[src/rtl/cnt_obi_seq.sv]
// rtl/cnt_obi_seq.sv - OBI master sequencer that programs, runs and reads back the counter peripheral
// Optional WAIT_TC watchdog: define CNT_OBI_SEQ_TIMEOUT_EN
module cnt_obi_seq #(
  parameter logic [31:0] BASE_ADDR   = 32'h0000_0000,
  parameter logic [31:0] CTRL_OFFS   = 32'h0,
  parameter logic [31:0] THR_OFFS    = 32'h4,
  parameter logic [31:0] VAL_OFFS    = 32'h8,
  parameter int unsigned TIMEOUT_CYC = 1024
) (
  input  logic        clk_i,
  input  logic        rst_i,
  input  logic        start_i,
  input  logic [31:0] thr_i,
  output logic        busy_o,
  output logic        done_o,
  output logic [31:0] cnt_val_o,
  output logic        timeout_o,
  output logic        bus_req_o,
  output logic        bus_we_o,
  output logic [3:0]  bus_be_o,
  output logic [31:0] bus_addr_o,
  output logic [31:0] bus_wdata_o,
  input  logic        bus_gnt_i,
  input  logic        bus_rvalid_i,
  input  logic [31:0] bus_rdata_i,
  input  logic        tc_i
);

  typedef enum logic [2:0] {
    S_IDLE, S_WR_THR, S_CLR, S_EN, S_WAIT_TC, S_DIS, S_RD_VAL, S_DONE
  } state_t;

  localparam logic [31:0] ADDR_CTRL = BASE_ADDR + CTRL_OFFS;
  localparam logic [31:0] ADDR_THR  = BASE_ADDR + THR_OFFS;
  localparam logic [31:0] ADDR_VAL  = BASE_ADDR + VAL_OFFS;

  state_t      state_q, state_d;
  logic        rsp_q, rsp_d;      // 0: request phase, 1: waiting for rvalid
  logic [31:0] thr_q, thr_d;
  logic [31:0] cnt_q, cnt_d;

`ifdef CNT_OBI_SEQ_TIMEOUT_EN
  localparam logic [31:0] WDOG_LAST = 32'(TIMEOUT_CYC - 1);
  logic [31:0] wdog_q;
  logic        tmo_q, tmo_d;

  // Watchdog counts WAIT_TC cycles; it sits at zero everywhere else so it restarts on entry
  always_ff @(posedge clk_i or posedge rst_i) begin
    if (rst_i) begin
      wdog_q <= '0;
      tmo_q  <= 1'b0;
    end else begin
      wdog_q <= (state_q == S_WAIT_TC) ? wdog_q + 32'd1 : '0;
      tmo_q  <= tmo_d;
    end
  end

  assign timeout_o = tmo_q;
`else
  assign timeout_o = 1'b0;
`endif

  // State, phase and data registers
  always_ff @(posedge clk_i or posedge rst_i) begin
    if (rst_i) begin
      state_q <= S_IDLE;
      rsp_q   <= 1'b0;
      thr_q   <= '0;
      cnt_q   <= '0;
    end else begin
      state_q <= state_d;
      rsp_q   <= rsp_d;
      thr_q   <= thr_d;
      cnt_q   <= cnt_d;
    end
  end

  // Sequencer: each bus state issues one request, then waits for its response before advancing
  always_comb begin
    state_d = state_q;
    rsp_d   = rsp_q;
    thr_d   = thr_q;
    cnt_d   = cnt_q;
`ifdef CNT_OBI_SEQ_TIMEOUT_EN
    tmo_d   = tmo_q;
`endif
    case (state_q)
      S_IDLE: begin
        if (start_i) begin
          state_d = S_WR_THR;
          rsp_d   = 1'b0;
          thr_d   = thr_i;
`ifdef CNT_OBI_SEQ_TIMEOUT_EN
          tmo_d   = 1'b0;
`endif
        end
      end
      S_WR_THR, S_CLR, S_EN, S_DIS, S_RD_VAL: begin
        if (!rsp_q) begin
          if (bus_gnt_i) rsp_d = 1'b1;
        end else if (bus_rvalid_i) begin
          rsp_d = 1'b0;
          case (state_q)
            S_WR_THR: state_d = S_CLR;
            S_CLR:    state_d = S_EN;
            S_EN:     state_d = S_WAIT_TC;
            S_DIS:    state_d = S_RD_VAL;
            default:  begin
              state_d = S_DONE;
              cnt_d   = bus_rdata_i;
            end
          endcase
        end
      end
      S_WAIT_TC: begin
        if (tc_i) state_d = S_DIS;
`ifdef CNT_OBI_SEQ_TIMEOUT_EN
        else if (wdog_q == WDOG_LAST) begin
          state_d = S_DIS;
          tmo_d   = 1'b1;
        end
`endif
      end
      S_DONE:  state_d = S_IDLE;
      default: state_d = S_IDLE;
    endcase
  end

  // Bus drive is decoded from state so a reset drops the request immediately
  always_comb begin
    bus_req_o   = 1'b0;
    bus_we_o    = 1'b0;
    bus_addr_o  = '0;
    bus_wdata_o = '0;
    if (!rsp_q) begin
      case (state_q)
        S_WR_THR: begin bus_req_o = 1'b1; bus_we_o = 1'b1; bus_addr_o = ADDR_THR;  bus_wdata_o = thr_q;  end
        S_CLR:    begin bus_req_o = 1'b1; bus_we_o = 1'b1; bus_addr_o = ADDR_CTRL; bus_wdata_o = 32'h2;  end
        S_EN:     begin bus_req_o = 1'b1; bus_we_o = 1'b1; bus_addr_o = ADDR_CTRL; bus_wdata_o = 32'h1;  end
        S_DIS:    begin bus_req_o = 1'b1; bus_we_o = 1'b1; bus_addr_o = ADDR_CTRL; bus_wdata_o = 32'h0;  end
        S_RD_VAL: begin bus_req_o = 1'b1; bus_addr_o = ADDR_VAL; end
        default:  ;
      endcase
    end
  end

  assign bus_be_o  = 4'hF;
  assign busy_o    = (state_q != S_IDLE) && (state_q != S_DONE);
  assign done_o    = (state_q == S_DONE);
  assign cnt_val_o = cnt_q;

endmodule

[config.mk]
export PLATFORM = sky130hd
export DESIGN_NAME = cnt_obi_seq
export DESIGN_NICKNAME = d
export VERILOG_FILES = /design/src/rtl/cnt_obi_seq.sv
export SDC_FILE = /design/constraint.sdc
export NUM_CORES = 1
export LEC_CHECK = 0
export ABC_CLOCK_PERIOD_IN_PS = 2150
export CORE_ASPECT_RATIO = 0.7
export CORE_UTILIZATION = 35
export CTS_CLUSTER_SIZE = 20
export DETAILED_ROUTE_END_ITERATION = 10
export HOLD_SLACK_MARGIN = 0.1
export MAX_ROUTING_LAYER = met4
export PLACE_DENSITY = 0.79
export SYNTH_ARGS = -nofsm -noshare
export SYNTH_HDL_FRONTEND = slang
export SYNTH_SLANG_ARGS = --single-unit
[constraint.sdc]
create_clock -name clk_i -period 2.15 [get_ports clk_i]
set_input_delay 0.43 -clock clk_i [delete_from_list [all_inputs] [get_ports clk_i]]
set_output_delay 0.43 -clock clk_i [all_outputs]
set_load 0.02 [all_outputs]
==> results of run 1 <==
## worst reg2reg max path: stages (launching register included)
cell,delay [ns]
sky130_fd_sc_hd__dfrtp_1,0.37
sky130_fd_sc_hd__buf_4,0.17
sky130_fd_sc_hd__nor4b_4,0.35
sky130_fd_sc_hd__buf_12,0.25
sky130_fd_sc_hd__mux2_2,0.38
## report_power, final
part / leakage, nW / internal (mW) / total, mW / switching, mW
Sequential: 0.864 / 1.93 / 2.25 / 0.318
Clock: 0.138 / 0.900 / 1.46 / 0.558
Combinational: 1.21 / 1.69 / 3.38 / 1.69
Total: 2.22 / 4.52 / 7.09 / 2.56
## logic make-up (layout without fill, tap and decap cells)
kind of cell / Yosys count / after routing / synth area share [%]
compound gates: 11 / 11 / 2.39
flops: 68 / 68 / 53.4
buf+inv: 51 / 166 / 11.5
other cells: 2 / 35 / 0.235
mux: 64 / 64 / 22.6
simple gates: 52 / 52 / 9.93
## placed cells by master, fill, tap and decap left out, types with 3 or more instances in the layout
cell type and instances:
sky130_fd_sc_hd__nand2_1 6, sky130_fd_sc_hd__clkbuf_2 12, sky130_fd_sc_hd__clkdlybuf4s15_2 3, sky130_fd_sc_hd__dlygate4sd2_1 4
sky130_fd_sc_hd__buf_2 18, sky130_fd_sc_hd__buf_4 4, sky130_fd_sc_hd__clkinvlp_4 3, sky130_fd_sc_hd__conb_1 35
sky130_fd_sc_hd__buf_12 4, sky130_fd_sc_hd__mux2_2 61, sky130_fd_sc_hd__clkbuf_16 9, sky130_fd_sc_hd__nor2_1 4
sky130_fd_sc_hd__mux2_1 3, sky130_fd_sc_hd__dfrtp_1 68, sky130_fd_sc_hd__clkdlybuf4s50_1 101, sky130_fd_sc_hd__and2_1 30
## sequential cells by signal (all words and copies together) (netlist names)
signal,flops
cnt_val_o,32
thr_q,32
state_q,3
rsp_q,1
## final cells by class
class | instances | area [sq um]
multi-input combinational | 162 | 1260
fill | 767 | 3880
timing repair buffer | 147 | 1350
tap | 120 | 150
sequential | 68 | 1700
clock buffer | 9 | 225
inverter | 3 | 11.3
clock inverter | 7 | 75.1
## what timing repair did
item,CTS,global route
gates resized for setup,89,37
endpoints found under the setup margin,38,34
buffers inserted,0,0
## stage by stage
step                      hold slack, ns  power (mW)  util [%]  std cells  setup slack (ns)
final                              0.491        7.09      55.1        516            0.0843
after global routing               0.514        7.51      55.1        516           0.00210
after CTS                          0.497        7.30      57.0        516           0.00106
after detailed placement           0.482        5.93      53.3        500            0.0449
after global placement             0.468        5.82      53.3        500            0.0686
after floorplan                    0.449        4.31         -        281           0.00849
## metal layers
metal	track usage (%)	vias up	part of all wire, %
met3	6.05	7	7.0
li1	-	1055	-
met1	18.7	1071	42
met4	6.15	0	1.1
met5	-	-	0
met2	25.4	94	50
## cell usage after synthesis (all sizes together)
cell type   n  area (sq um)
and2       30           188
nand3b      2          15.0
a21o        1          7.51
a211o       1          8.76
nand2b      2          12.5
conb        2          7.51
a32o        1          10.0
inv         3          11.3
nor4        1          6.26
nor2b       1          6.26
o2bb2ai     1          8.76
a21oi       2          10.0
or2         1          6.26
clkbuf      4          15.0
buf        44           340
a211oi      1          7.51
dfrtp      68          1700
nor3        2          10.0
o21a        1          7.51
nor2        5          21.3
mux2       64           721
nand2       6          22.5
o21ai       2          10.0
nor4b       1          23.8
nand3       1          5.00
a31oi       1          6.26
## final timing paths
check,slack (ns),depth (start not counted),from,end
setup / recovery,0.08,5,state_q[0]$_DFFE_PP0P_,bus_we_o
hold / removal,0.49,1,thr_q[26]$_DFFE_PP0P_,thr_q[26]$_DFFE_PP0P_
setup reg to reg,0.51,4,state_q[0]$_DFFE_PP0P_,thr_q[7]$_DFFE_PP0P_
hold reg to reg,0.49,1,thr_q[26]$_DFFE_PP0P_,thr_q[26]$_DFFE_PP0P_
max in group asynchronous,1.36,3,rst_i,thr_q[3]$_DFFE_PP0P_
min in group asynchronous,0.51,3,rst_i,cnt_val_o[16]$_DFFE_PP0P_
==> summary.json, run 1 <==
{
  "worst_clock_skew_ns": 0.00730,
  "count_of_mapped_cells_out_of_synthesis": 248,
  "gpl.final_weighted_congestion": 0.797,
  "worst-endpoint-required_ns": 1.72,
  "power.density_cell_area_mw_per_mm2": 1490,
  "critPathArrivalTime_ns": 1.64,
  "hpwl_mm": 5.16,
  "grt.overflow.total": 0,
  "io_buffers": 139,
  "postRouteWirelength_mm": 7.14,
  "detail_route.iter0.violations": 65,
  "dieArea_sq_mm": 0.00950,
  "fin_nets": 461,
  "path_clk_slew_ns": 0.06,
  "post-route-min-period_ns": 2.07,
  "layout_worst_path_cycle_share_pct": 96.1,
  "tritoncts": "yes",
  "irDropWorstVdd_mv": 0.784,
  "post_dp_cell_area_sq_mm": 0.00461,
  "setup_repair_after_global_routing_missed_its_margin": "false",
  "hold_path.class": "reg -> reg",
  "die-width_um": 116,
  "vias_in_the_first_global_route": 2289,
  "sequential_element_share_of_the_synthesized_area_pct": 53.4,
  "grt_use_total_pct": 16.0,
  "cts-buffers-inserted": 9,
  "cts_hold_buf": 0,
  "starting_utilization_of_the_core_area_pct": 36.9,
  "worstPathCellList": "buf_4, or2_2, nand2_1, nor2_1, dlygate4sd2_1",
  "antenna_found_initial": 0,
  "detail_route.first_pass.iterations": 4,
  "setup-violations-final": 0,
  "core_sq_mm": 0.00865,
  "ys_types": 30,
  "finalSetupTns_ns": 0,
  "ctsLongestPathBuffers": 2,
  "grt_start_max_net_pins": 69,
  "vias": 2227,
  "clock.fmax_mhz": 484,
  "critical-path-top-delay-family": "buffers and inverters",
  "n_antenna_cell": 0,
  "clk_latency_ns": 0.33,
  "timing.critical_path.slowest_stage_cell": "sky130_fd_sc_hd__dfrtp_1",
  "post_synth_instance_area_sq_mm": 0.00319,
  "layout-drive-gt1-share_pct": 31.1,
  "critical_path.max_stage_delay_ns": 0.37,
  "detailed_route_wire_length_per_cell_um": 13.8,
  "timing_max_transition_violations_final": 0,
  "first_pass_grt_wire_length_mm": 11.1,
  "cts.htree.levels": 3,
  "drc_errors": 0,
  "run_status": "completed",
  "cts-root-buf": "sky130_fd_sc_hd__clkbuf_16",
  "synth-seq-cells": 68,
  "design_area_sq_mm": 0.00477,
  "rows": 28,
  "hold_viol_final": 0,
  "via_per_instance_ratio": 4.32,
  "maxCapViolCount": 0,
  "worstSetupStartpointType": "flip-flop",
  "synth.yosys.warnings": 0,
  "top_level_ports": 175,
  "numClockSinks": 68,
  "die_height_um": 81.9,
  "synthToLayoutAreaGrowth_pct": 49.5,
  "worst-setup-path-type": "reg -> out",
  "crit_path_end_kind": "primary output",
  "syn-mean-instance-area_sq_um": 12.9,
  "leakage_dissipation_nw": 2.22,
  "detail-route-antenna-nets": 0,
  "critical_path.n_buffers_inverters": 2,
  "crit_fanout": 9
}
Power figures use the tool's default switching activity.
==> run 2: changes to the inputs <==
--- a/config.mk
+++ b/config.mk
@@ -5,9 +5,11 @@
 export SDC_FILE = /design/constraint.sdc
 export NUM_CORES = 1
 export LEC_CHECK = 0
+export ABC_AREA = 1
 export ABC_CLOCK_PERIOD_IN_PS = 2150
 export CORE_ASPECT_RATIO = 0.7
-export CORE_UTILIZATION = 35
+export CORE_UTILIZATION = 36
+export CTS_CLUSTER_DIAMETER = 40
 export CTS_CLUSTER_SIZE = 20
 export DETAILED_ROUTE_END_ITERATION = 10
 export HOLD_SLACK_MARGIN = 0.1
==> run 2 against run 1 <==
Non-clock buffer count up 3. Synthesized cell count up 70%. Maximum frequency down 0.33%. Global-route usage up 1.1 points. Clock skew down 0.0012 ns.
==> summary.json, run 2 <==
{
  "run_status": "completed",
  "irDropWorstVdd": {"value": 0.519, "unit": "mV", "change": "-34%"},
  "timing.rr.start": "state_q[0]$_DFFE_PP0P_",
  "multi_input_comb_area": {"value": 0.00113, "unit": "sq mm", "change": "-9.9%"},
  "via_per_instance_ratio": {"value": 4.36, "change": "+0.94%"},
  "post_route_core_utilization": {"value": 55.9, "unit": "%", "change": "+0.74 points"},
  "cts.htree.levels": {"value": 3, "change": "unchanged"},
  "layout_worst_path_cycle_share": {"value": 96.4, "unit": "%", "change": "+0.32 points"},
  "synth-seq-cells": {"value": 68, "change": "unchanged"},
  "core": {"value": 0.00907, "unit": "sq mm", "change": "+4.8%"},
  "detailed_route_wire_length_per_cell": {"value": 11.5, "unit": "um", "change": "-17%"},
  "first_pass_grt_wire_length": {"value": 13.3, "unit": "mm", "change": "+21%"},
  "grt_use_total": {"value": 17.2, "unit": "%", "change": "+1.1 points"},
  "design_area": {"value": 0.00507, "unit": "sq mm", "change": "+6.2%"},
  "dieArea": {"value": 0.00977, "unit": "sq mm", "change": "+2.8%"},
  "synth_async_sr_flop_share": {"value": 100, "unit": "%", "change": "unchanged"},
  "nFillCells": {"value": 822, "change": "+7.2%"},
  "syn-mean-instance-area": {"value": 8.00, "unit": "sq um", "change": "-38%"},
  "post-route-min-period": {"value": 2.07, "unit": "ns", "change": "+0.00688 ns"},
  "synth_top_cell_area_share": {"value": 50.4, "unit": "%", "change": "-2.9 points"},
  "vias_in_the_first_global_route": {"value": 2826, "change": "+23%"},
  "die-width": {"value": 118, "unit": "um", "change": "+1.4%"},
  "net-switching-power": {"value": 2.51, "unit": "mW", "change": "-2.3%"},
  "power.sequential.fraction": {"value": 32.1, "unit": "%", "change": "+0.4 points"},
  "fin_nets": {"value": 631, "change": "+37%"},
  "io_buffers": {"value": 139, "change": "unchanged"},
  "top_level_ports": {"value": 175, "change": "unchanged"},
  "most_used_standard_cell_by_instance_count_after_synthesis": "sky130_fd_sc_hd__nand2_1",
  "count_of_mapped_cells_out_of_synthesis": {"value": 422, "change": "+70%"},
  "post_dp_cell_area": {"value": 0.00476, "unit": "sq mm", "change": "+3.2%"},
  "cts-buffers-inserted": {"value": 9, "change": "unchanged"},
  "drc_errors": {"value": 0, "change": "unchanged"},
  "die_height": {"value": 83.0, "unit": "um", "change": "+1.4%"},
  "numClockSinks": {"value": 68, "change": "unchanged"},
  "detail_route.iter0.violations": {"value": 135, "change": "+110%"},
  "post_cts_buffers": {"value": 0, "change": "unchanged"},
  "worst_setup_path_startpoint": "rsp_q$_DFFE_PP0P_",
  "power.density_cell_area": {"value": 1330, "unit": "mW/mm^2", "change": "-10%"},
  "post_synth_instance_area": {"value": 0.00337, "unit": "sq mm", "change": "+5.8%"},
  "ys.flop_type": "sky130_fd_sc_hd__dfrtp_1",
  "final_critical_path_setup_slack": {"value": 0.0774, "unit": "ns", "change": "-0.00688 ns"},
  "post-layout-total-power": {"value": 6.74, "unit": "mW", "change": "-4.9%"},
  "antenna_found_initial": {"value": 0, "change": "unchanged"},
  "worst-endpoint-required": {"value": 1.72, "unit": "ns", "change": "about the same"},
  "grt.overflow.total": {"value": 0, "change": "unchanged"},
  "cts_hold_buf": {"value": 0, "change": "unchanged"},
  "clock.fmax": {"value": 482, "unit": "MHz", "change": "-0.33%"},
  "area.sequential": {"value": 0.00170, "unit": "sq mm", "change": "about the same"},
  "rows": {"value": 29, "change": "+3.6%"},
  "synth_largest_area_cell": "sky130_fd_sc_hd__dfrtp_1",
  "maxCapViolCount": {"value": 0, "change": "unchanged"},
  "hold_start": "cnt_val_o[16]$_DFFE_PP0P_",
  "vias": {"value": 3006, "change": "+35%"},
  "layout-drive-gt1-share": {"value": 7.60, "unit": "%", "change": "-23 points"},
  "place.detailed.instances": {"value": 674, "change": "+35%"},
  "starting_utilization_of_the_core_area": {"value": 37.2, "unit": "%", "change": "+0.34 points"},
  "leakage_dissipation": {"value": 2.66, "unit": "nW", "change": "+20%"},
  "sw_frac_of_total": {"value": 37.2, "unit": "%", "change": "+0.98 points"},
  "cts-root-buf": "sky130_fd_sc_hd__clkbuf_16",
  "gate_power_share": {"value": 42.4, "unit": "%", "change": "-5.3 points"},
  "internal-power": {"value": 4.24, "unit": "mW", "change": "-6.3%"},
  "synth-edff-count": {"value": 0, "change": "unchanged"},
  "path_clk_slew": {"value": 0.06, "unit": "ns", "change": "about the same"},
  "worst_r2r_endpoint": "thr_q[10]$_DFFE_PP0P_",
  "worst_hold_path.num_cells": {"value": 2, "change": "+1"},
  "ys_types": {"value": 20, "change": "-33%"},
  "ff2ff_path_depth": {"value": 6, "change": "+2"},
  "setup-violations-final": {"value": 0, "change": "unchanged"},
  "crit_fanout": {"value": 31, "change": "+22"},
  "hold_slack": {"value": 0.469, "unit": "ns", "change": "-0.0220 ns"},
  "grt_start_max_net_pins": {"value": 69, "change": "unchanged"},
  "synthToLayoutAreaGrowth_pct": 50.2,
  "commonest_non_fill_non_tap_cells_in_the_layout": "106 x sky130_fd_sc_hd__nand2_1, 101 x sky130_fd_sc_hd__clkdlybuf4s50_1, 67 x sky130_fd_sc_hd__inv_1, 67 x sky130_fd_sc_hd__dfrtp_1, 41 x sky130_fd_sc_hd__nand3_1",
  "n_antenna_cell": {"value": 0, "change": "unchanged"},
  "detail_route.first_pass.iterations": {"value": 4, "change": "unchanged"},
  "setup_repair_after_global_routing_missed_its_margin": "false",
  "clk_latency": {"value": 0.32, "unit": "ns", "change": "about the same"},
  "worst_clock_skew": {"value": 0.00608, "unit": "ns", "change": "-0.00122 ns"},
  "postRouteWirelength": {"value": 7.94, "unit": "mm", "change": "+11%"},
  "critPathArrivalTime": {"value": 1.64, "unit": "ns", "change": "about the same"},
  "crit_path_end_kind": "primary output",
  "worst-setup-path-type": "reg -> out",
  "ys_top_cells_by_area": "sky130_fd_sc_hd__dfrtp_1 50%, sky130_fd_sc_hd__nand2_1 12%, sky130_fd_sc_hd__buf_4 9.6%",
  "hold_end": "cnt_val_o[16]$_DFFE_PP0P_",
  "ctsLongestPathBuffers": {"value": 2, "change": "unchanged"},
  "timing_max_transition_violations_final": {"value": 0, "change": "unchanged"},
  "gpl.final_weighted_congestion": {"value": 0.892, "change": "+12%"},
  "worstSetupStartpointType": "flip-flop",
  "timing.reg2reg.setup_slack": {"value": 0.65, "unit": "ns", "change": "+0.14 ns"},
  "synth.cells.most_frequent": "106 x sky130_fd_sc_hd__nand2_1, 68 x sky130_fd_sc_hd__dfrtp_1, 68 x sky130_fd_sc_hd__inv_1",
  "tritoncts": "yes",
  "layout.cells.most_common": "sky130_fd_sc_hd__nand2_1",
  "hold_path.class": "reg -> reg",
  "pre_cts_ws": {"value": 0.117, "unit": "ns", "change": "+0.0724 ns"},
  "sequential_element_share_of_the_synthesized_area": {"value": 50.4, "unit": "%", "change": "-2.9 points"},
  "post_layout_nonfiller_instances": {"value": 690, "change": "+34%"},
  "hold_viol_final": {"value": 0, "change": "unchanged"},
  "detail-route-antenna-nets": {"value": 0, "change": "unchanged"},
  "hpwl": {"value": 5.59, "unit": "mm", "change": "+8.4%"},
  "synth.yosys.warnings": {"value": 0, "change": "unchanged"},
  "power_frac_clock": {"value": 25.5, "unit": "%", "change": "+4.9 points"},
  "finalSetupTns": {"value": 0, "unit": "ns", "change": "unchanged"}
}
==> run 2: logic make-up (layout without fill, tap and decap cells) <==
logic type      after synthesis  count (layout)  share of synthesized area [%]
simple gates                189             189                           24.0
other cells                   2              35                          0.223
buf+inv                     125             236                           19.7
compound gates               38              38                           5.71
flops                        68              68                           50.4
==> run 2: worst max path at each step <==
stage                                          end  slack (ns)
after floorplan           cnt_val_o[0]$_DFFE_PP0P_       0.008
final                              bus_wdata_o[16]        0.08
after detailed placement           bus_wdata_o[22]        0.12
after global routing               bus_wdata_o[14]      0.0006
after global placement             bus_wdata_o[22]        0.12
after CTS                          bus_wdata_o[22]        0.02
==> run 2: area by class of cell <==
cell class	count	area share (%)
Timing Repair Buffer	150	28.9
Multi-Input combinational cell	262	22.3
Clock buffer	12	5.06
Inverter	70	5.19
Clock inverter	4	1.88
Tap cell	124	3.06
Sequential cell	68	33.6
==> run 2: power groups by stage <==
| stage | combinational [mW] | sequential (mW) | clock (mW) |
|---|---|---|---|
| detailed placement | 3.01 | 2.16 | 0 |
| finish | 2.86 | 2.16 | 1.72 |
| global placement | 2.95 | 2.14 | 0 |
| CTS | 2.87 | 2.16 | 1.76 |
| floorplan | 1.48 | 2.40 | 0 |
| global route | 3.14 | 2.23 | 1.81 |
==> run 2: repair_timing <==
action / 4_1_cts / 5_1_grt
setup endpoints to repair: 38 / 29
resized for setup: 38 / 35
pin swaps: 0 / 0
==> run 2: routing by layer <==
metal	vias to the layer above	routed length (um)	global-route usage (%)
met2	144	3460	26.0
met4	0	50	3.50
met5	-	0	-
met3	6	701	5.29
li1	1483	-	-
met1	1373	3730	22.7
==> run 2: critical path, stage by stage (launching register included) <==
cell	delay, ns
sky130_fd_sc_hd__dfrtp_1	0.44
sky130_fd_sc_hd__inv_1	0.10
sky130_fd_sc_hd__nand4_1	0.15
sky130_fd_sc_hd__buf_12	0.21
sky130_fd_sc_hd__nor2_1	0.10
sky130_fd_sc_hd__dlygate4sd2_1	0.33
==> run 3: changes to the inputs <==
--- a/config.mk
+++ b/config.mk
@@ -8,13 +8,15 @@
 export ABC_AREA = 1
 export ABC_CLOCK_PERIOD_IN_PS = 2150
 export CORE_ASPECT_RATIO = 0.7
-export CORE_UTILIZATION = 36
+export CORE_UTILIZATION = 37
+export CTS_BUF_LIST = sky130_fd_sc_hd__clkbuf_4
 export CTS_CLUSTER_DIAMETER = 40
 export CTS_CLUSTER_SIZE = 20
 export DETAILED_ROUTE_END_ITERATION = 10
 export HOLD_SLACK_MARGIN = 0.1
 export MAX_ROUTING_LAYER = met4
-export PLACE_DENSITY = 0.79
+export PLACE_DENSITY = 0.81
+export SKIP_CTS_REPAIR_TIMING = 1
 export SYNTH_ARGS = -nofsm -noshare
 export SYNTH_HDL_FRONTEND = slang
 export SYNTH_SLANG_ARGS = --single-unit
==> run 3 against run 2 <==
Power down 11%. Critical endpoint is now bus_wdata_o[3]. Wire length up 1.2%. Final area down 1.5%. Setup slack better by 0.0059 ns. Combinational power up 3%.
==> summary.json, run 3 (synthesis results as in run 2) <==
{
  "grt.overflow.total": {"value": 0, "change": "unchanged"},
  "crit_path_end_kind": "primary output",
  "detail_route.iter0.violations": {"value": 91, "change": "-33%"},
  "layout-drive-gt1-share": {"value": 7.05, "unit": "%", "change": "-0.54 points"},
  "worst_r2r_endpoint": "cnt_val_o[21]$_DFFE_PP0P_",
  "numClockSinks": {"value": 68, "change": "unchanged"},
  "core": {"value": 0.00865, "unit": "sq mm", "change": "-4.6%"},
  "timing_max_transition_violations_final": {"value": 0, "change": "unchanged"},
  "critical_path.max_stage_delay": {"value": 0.40, "unit": "ns", "change": "-0.04 ns"},
  "maxCapViolCount": {"value": 0, "change": "unchanged"},
  "ff2ff_path_depth": {"value": 5, "change": "-1"},
  "commonest_non_fill_non_tap_cells_in_the_layout": "105 x sky130_fd_sc_hd__nand2_1, 101 x sky130_fd_sc_hd__clkdlybuf4s50_1, 67 x sky130_fd_sc_hd__inv_1, 67 x sky130_fd_sc_hd__dfrtp_1, 41 x sky130_fd_sc_hd__nand3_1",
  "sw_frac_of_total": {"value": 40.1, "unit": "%", "change": "+2.9 points"},
  "setup_repair_after_global_routing_missed_its_margin": "true",
  "antenna_found_initial": {"value": 0, "change": "unchanged"},
  "n_antenna_cell": {"value": 0, "change": "unchanged"},
  "post_layout_nonfiller_instances": {"value": 687, "change": "-0.43%"},
  "detail_route.first_pass.iterations": {"value": 4, "change": "unchanged"},
  "die-width": {"value": 116, "unit": "um", "change": "-1.3%"},
  "layout.cells.most_common": "sky130_fd_sc_hd__nand2_1",
  "synthToLayoutAreaGrowth_pct": 47.9,
  "timing.reg2reg.setup_slack": {"value": 0.77, "unit": "ns", "change": "+0.12 ns"},
  "io_buffers": {"value": 139, "change": "unchanged"},
  "power_frac_clock": {"value": 15.0, "unit": "%", "change": "-11 points"},
  "run_status": "completed",
  "starting_utilization_of_the_core_area": {"value": 39.0, "unit": "%", "change": "+1.8 points"},
  "clk_latency": {"value": 0.40, "unit": "ns", "change": "+0.08 ns"},
  "pre_cts_ws": {"value": 0.0990, "unit": "ns", "change": "-0.0183 ns"},
  "die_height": {"value": 81.9, "unit": "um", "change": "-1.3%"},
  "cts-buffers-inserted": {"value": 9, "change": "unchanged"},
  "post_dp_cell_area": {"value": 0.00475, "unit": "sq mm", "change": "-0.21%"},
  "leakage_dissipation": {"value": 3.13, "unit": "nW", "change": "+17%"},
  "net-switching-power": {"value": 2.40, "unit": "mW", "change": "-4.2%"},
  "worst-setup-path-type": "reg -> out",
  "fin_nets": {"value": 632, "change": "+0.16%"},
  "worst-endpoint-required": {"value": 1.72, "unit": "ns", "change": "about the same"},
  "irDropWorstVdd": {"value": 0.624, "unit": "mV", "change": "+20%"},
  "power.density_cell_area": {"value": 1200, "unit": "mW/mm^2", "change": "-9.8%"},
  "ctsLongestPathBuffers": {"value": 2, "change": "unchanged"},
  "cts.htree.levels": {"value": 3, "change": "unchanged"},
  "hold_path.class": "in -> async",
  "detail-route-antenna-nets": {"value": 0, "change": "unchanged"},
  "clock.fmax": {"value": 484, "unit": "MHz", "change": "+0.29%"},
  "hold_viol_final": {"value": 0, "change": "unchanged"},
  "area.sequential": {"value": 0.00170, "unit": "sq mm", "change": "unchanged"},
  "first_pass_grt_wire_length": {"value": 12.9, "unit": "mm", "change": "-3.2%"},
  "setup-violations-final": {"value": 0, "change": "unchanged"},
  "timing.rr.start": "state_q[0]$_DFFE_PP0P_",
  "gpl.final_weighted_congestion": {"value": 0.869, "change": "-2.5%"},
  "critical_path.n_buffers_inverters": {"value": 3, "change": "unchanged"},
  "tritoncts": "yes",
  "path_clk_slew": {"value": 0.10, "unit": "ns", "change": "+0.04 ns"},
  "cts-root-buf": "sky130_fd_sc_hd__clkbuf_4",
  "crit_fanout": {"value": 31, "change": "unchanged"},
  "worstSetupStartpointType": "flip-flop",
  "timing.critical_path.slowest_stage_cell": "sky130_fd_sc_hd__dfrtp_1",
  "vias_in_the_first_global_route": {"value": 2901, "change": "+2.7%"},
  "cp.depth": {"value": 5, "change": "unchanged"},
  "gate_power_share": {"value": 49.2, "unit": "%", "change": "+6.8 points"},
  "design_area": {"value": 0.00499, "unit": "sq mm", "change": "-1.5%"},
  "critPathArrivalTime": {"value": 1.64, "unit": "ns", "change": "about the same"},
  "multi_input_comb_area": {"value": 0.00113, "unit": "sq mm", "change": "+0.22%"},
  "power.sequential.fraction": {"value": 35.9, "unit": "%", "change": "+3.8 points"},
  "final_critical_path_setup_slack": {"value": 0.0833, "unit": "ns", "change": "+0.00594 ns"},
  "via_per_instance_ratio": {"value": 4.28, "change": "-1.9%"},
  "detailed_route_wire_length_per_cell": {"value": 11.7, "unit": "um", "change": "+1.7%"},
  "dieArea": {"value": 0.00951, "unit": "sq mm", "change": "-2.7%"},
  "post-route-min-period": {"value": 2.07, "unit": "ns", "change": "-0.00594 ns"},
  "worstPathCellList": "inv_1, nand4_1, buf_12, nor2_1, dlymetal6s2s_1",
  "rows": {"value": 28, "change": "-3.4%"},
  "critical-path-top-delay-family": "buffers and inverters",
  "internal-power": {"value": 3.59, "unit": "mW", "change": "-15%"},
  "postRouteWirelength": {"value": 8.03, "unit": "mm", "change": "+1.2%"},
  "layout_worst_path_cycle_share": {"value": 96.1, "unit": "%", "change": "-0.28 points"},
  "drc_errors": {"value": 0, "change": "unchanged"},
  "worst_clock_skew": {"value": 0.00780, "unit": "ns", "change": "+0.00172 ns"},
  "grt_use_total": {"value": 18.0, "unit": "%", "change": "+0.81 points"},
  "grt_start_max_net_pins": {"value": 65, "change": "-5.8%"},
  "hpwl": {"value": 6.02, "unit": "mm", "change": "+7.6%"},
  "nFillCells": {"value": 814, "change": "-0.97%"},
  "vias": {"value": 2937, "change": "-2.3%"},
  "top_level_ports": {"value": 175, "change": "unchanged"},
  "place.detailed.instances": {"value": 671, "change": "-0.45%"}
}
[run 3: power by group through the flow]
stage | sequential [mW] | combinational (mW) | clock, mW
global placement | 2.14 | 2.94 | 0
floorplan | 2.40 | 1.48 | 0
finish | 2.15 | 2.95 | 0.897
CTS | 2.15 | 3.02 | 0.946
global route | 2.22 | 3.24 | 1.00
detailed placement | 2.17 | 3.01 | 0
[run 3: worst max-delay path by stage]
stage	start	to	slack [ns]
after global placement	state_q[0]$_DFFE_PP0P_	bus_wdata_o[25]	0.19
after detailed placement	state_q[0]$_DFFE_PP0P_	bus_wdata_o[3]	0.1
after floorplan	rst_i	cnt_val_o[0]$_DFFE_PP0P_	0.008
after global routing	state_q[1]$_DFFE_PP0P_	bus_wdata_o[3]	-0.05
after CTS	state_q[0]$_DFFE_PP0P_	bus_wdata_o[0]	-0.39
final	state_q[1]$_DFFE_PP0P_	bus_wdata_o[3]	0.08
[run 3: final cells by class]
| cell class | instances | share of cell area [%] |
|---|---|---|
| sequential | 68 | 34.1 |
| timing repair buffer | 151 | 31.8 |
| multi-input combinational | 262 | 22.7 |
| inverter | 70 | 5.26 |
| tap | 120 | 3.01 |
| clock inverter | 6 | 1.58 |
| clock buffer | 10 | 1.50 |
[run 3: stage by stage]
step,power [mW],setup TNS (ns),hold slack (ns),util (%)
floorplan,3.88,0,0.454,-
global placement,5.08,0,0.454,54.9
detailed placement,5.18,0,0.459,54.9
CTS,6.11,-12.52,0.393,56.7
global route,6.46,-0.0557,0.420,57.7
finish,5.99,0,0.428,57.7
[run 3: worst reg2reg max path, delay by kind of cell (launching register included)]
family / cells / cell delay, ns
buffers and inverters: 2 / 0.48
DFF: 1 / 0.47
and+or+nand+nor: 3 / 0.35
[run 3: metal layers]
layer	GRT usage, %	part of all wire (%)
met1	20.3	42
met2	30.8	51
met3	5.17	6.1
met4	6.41	1.5
met5	-	0
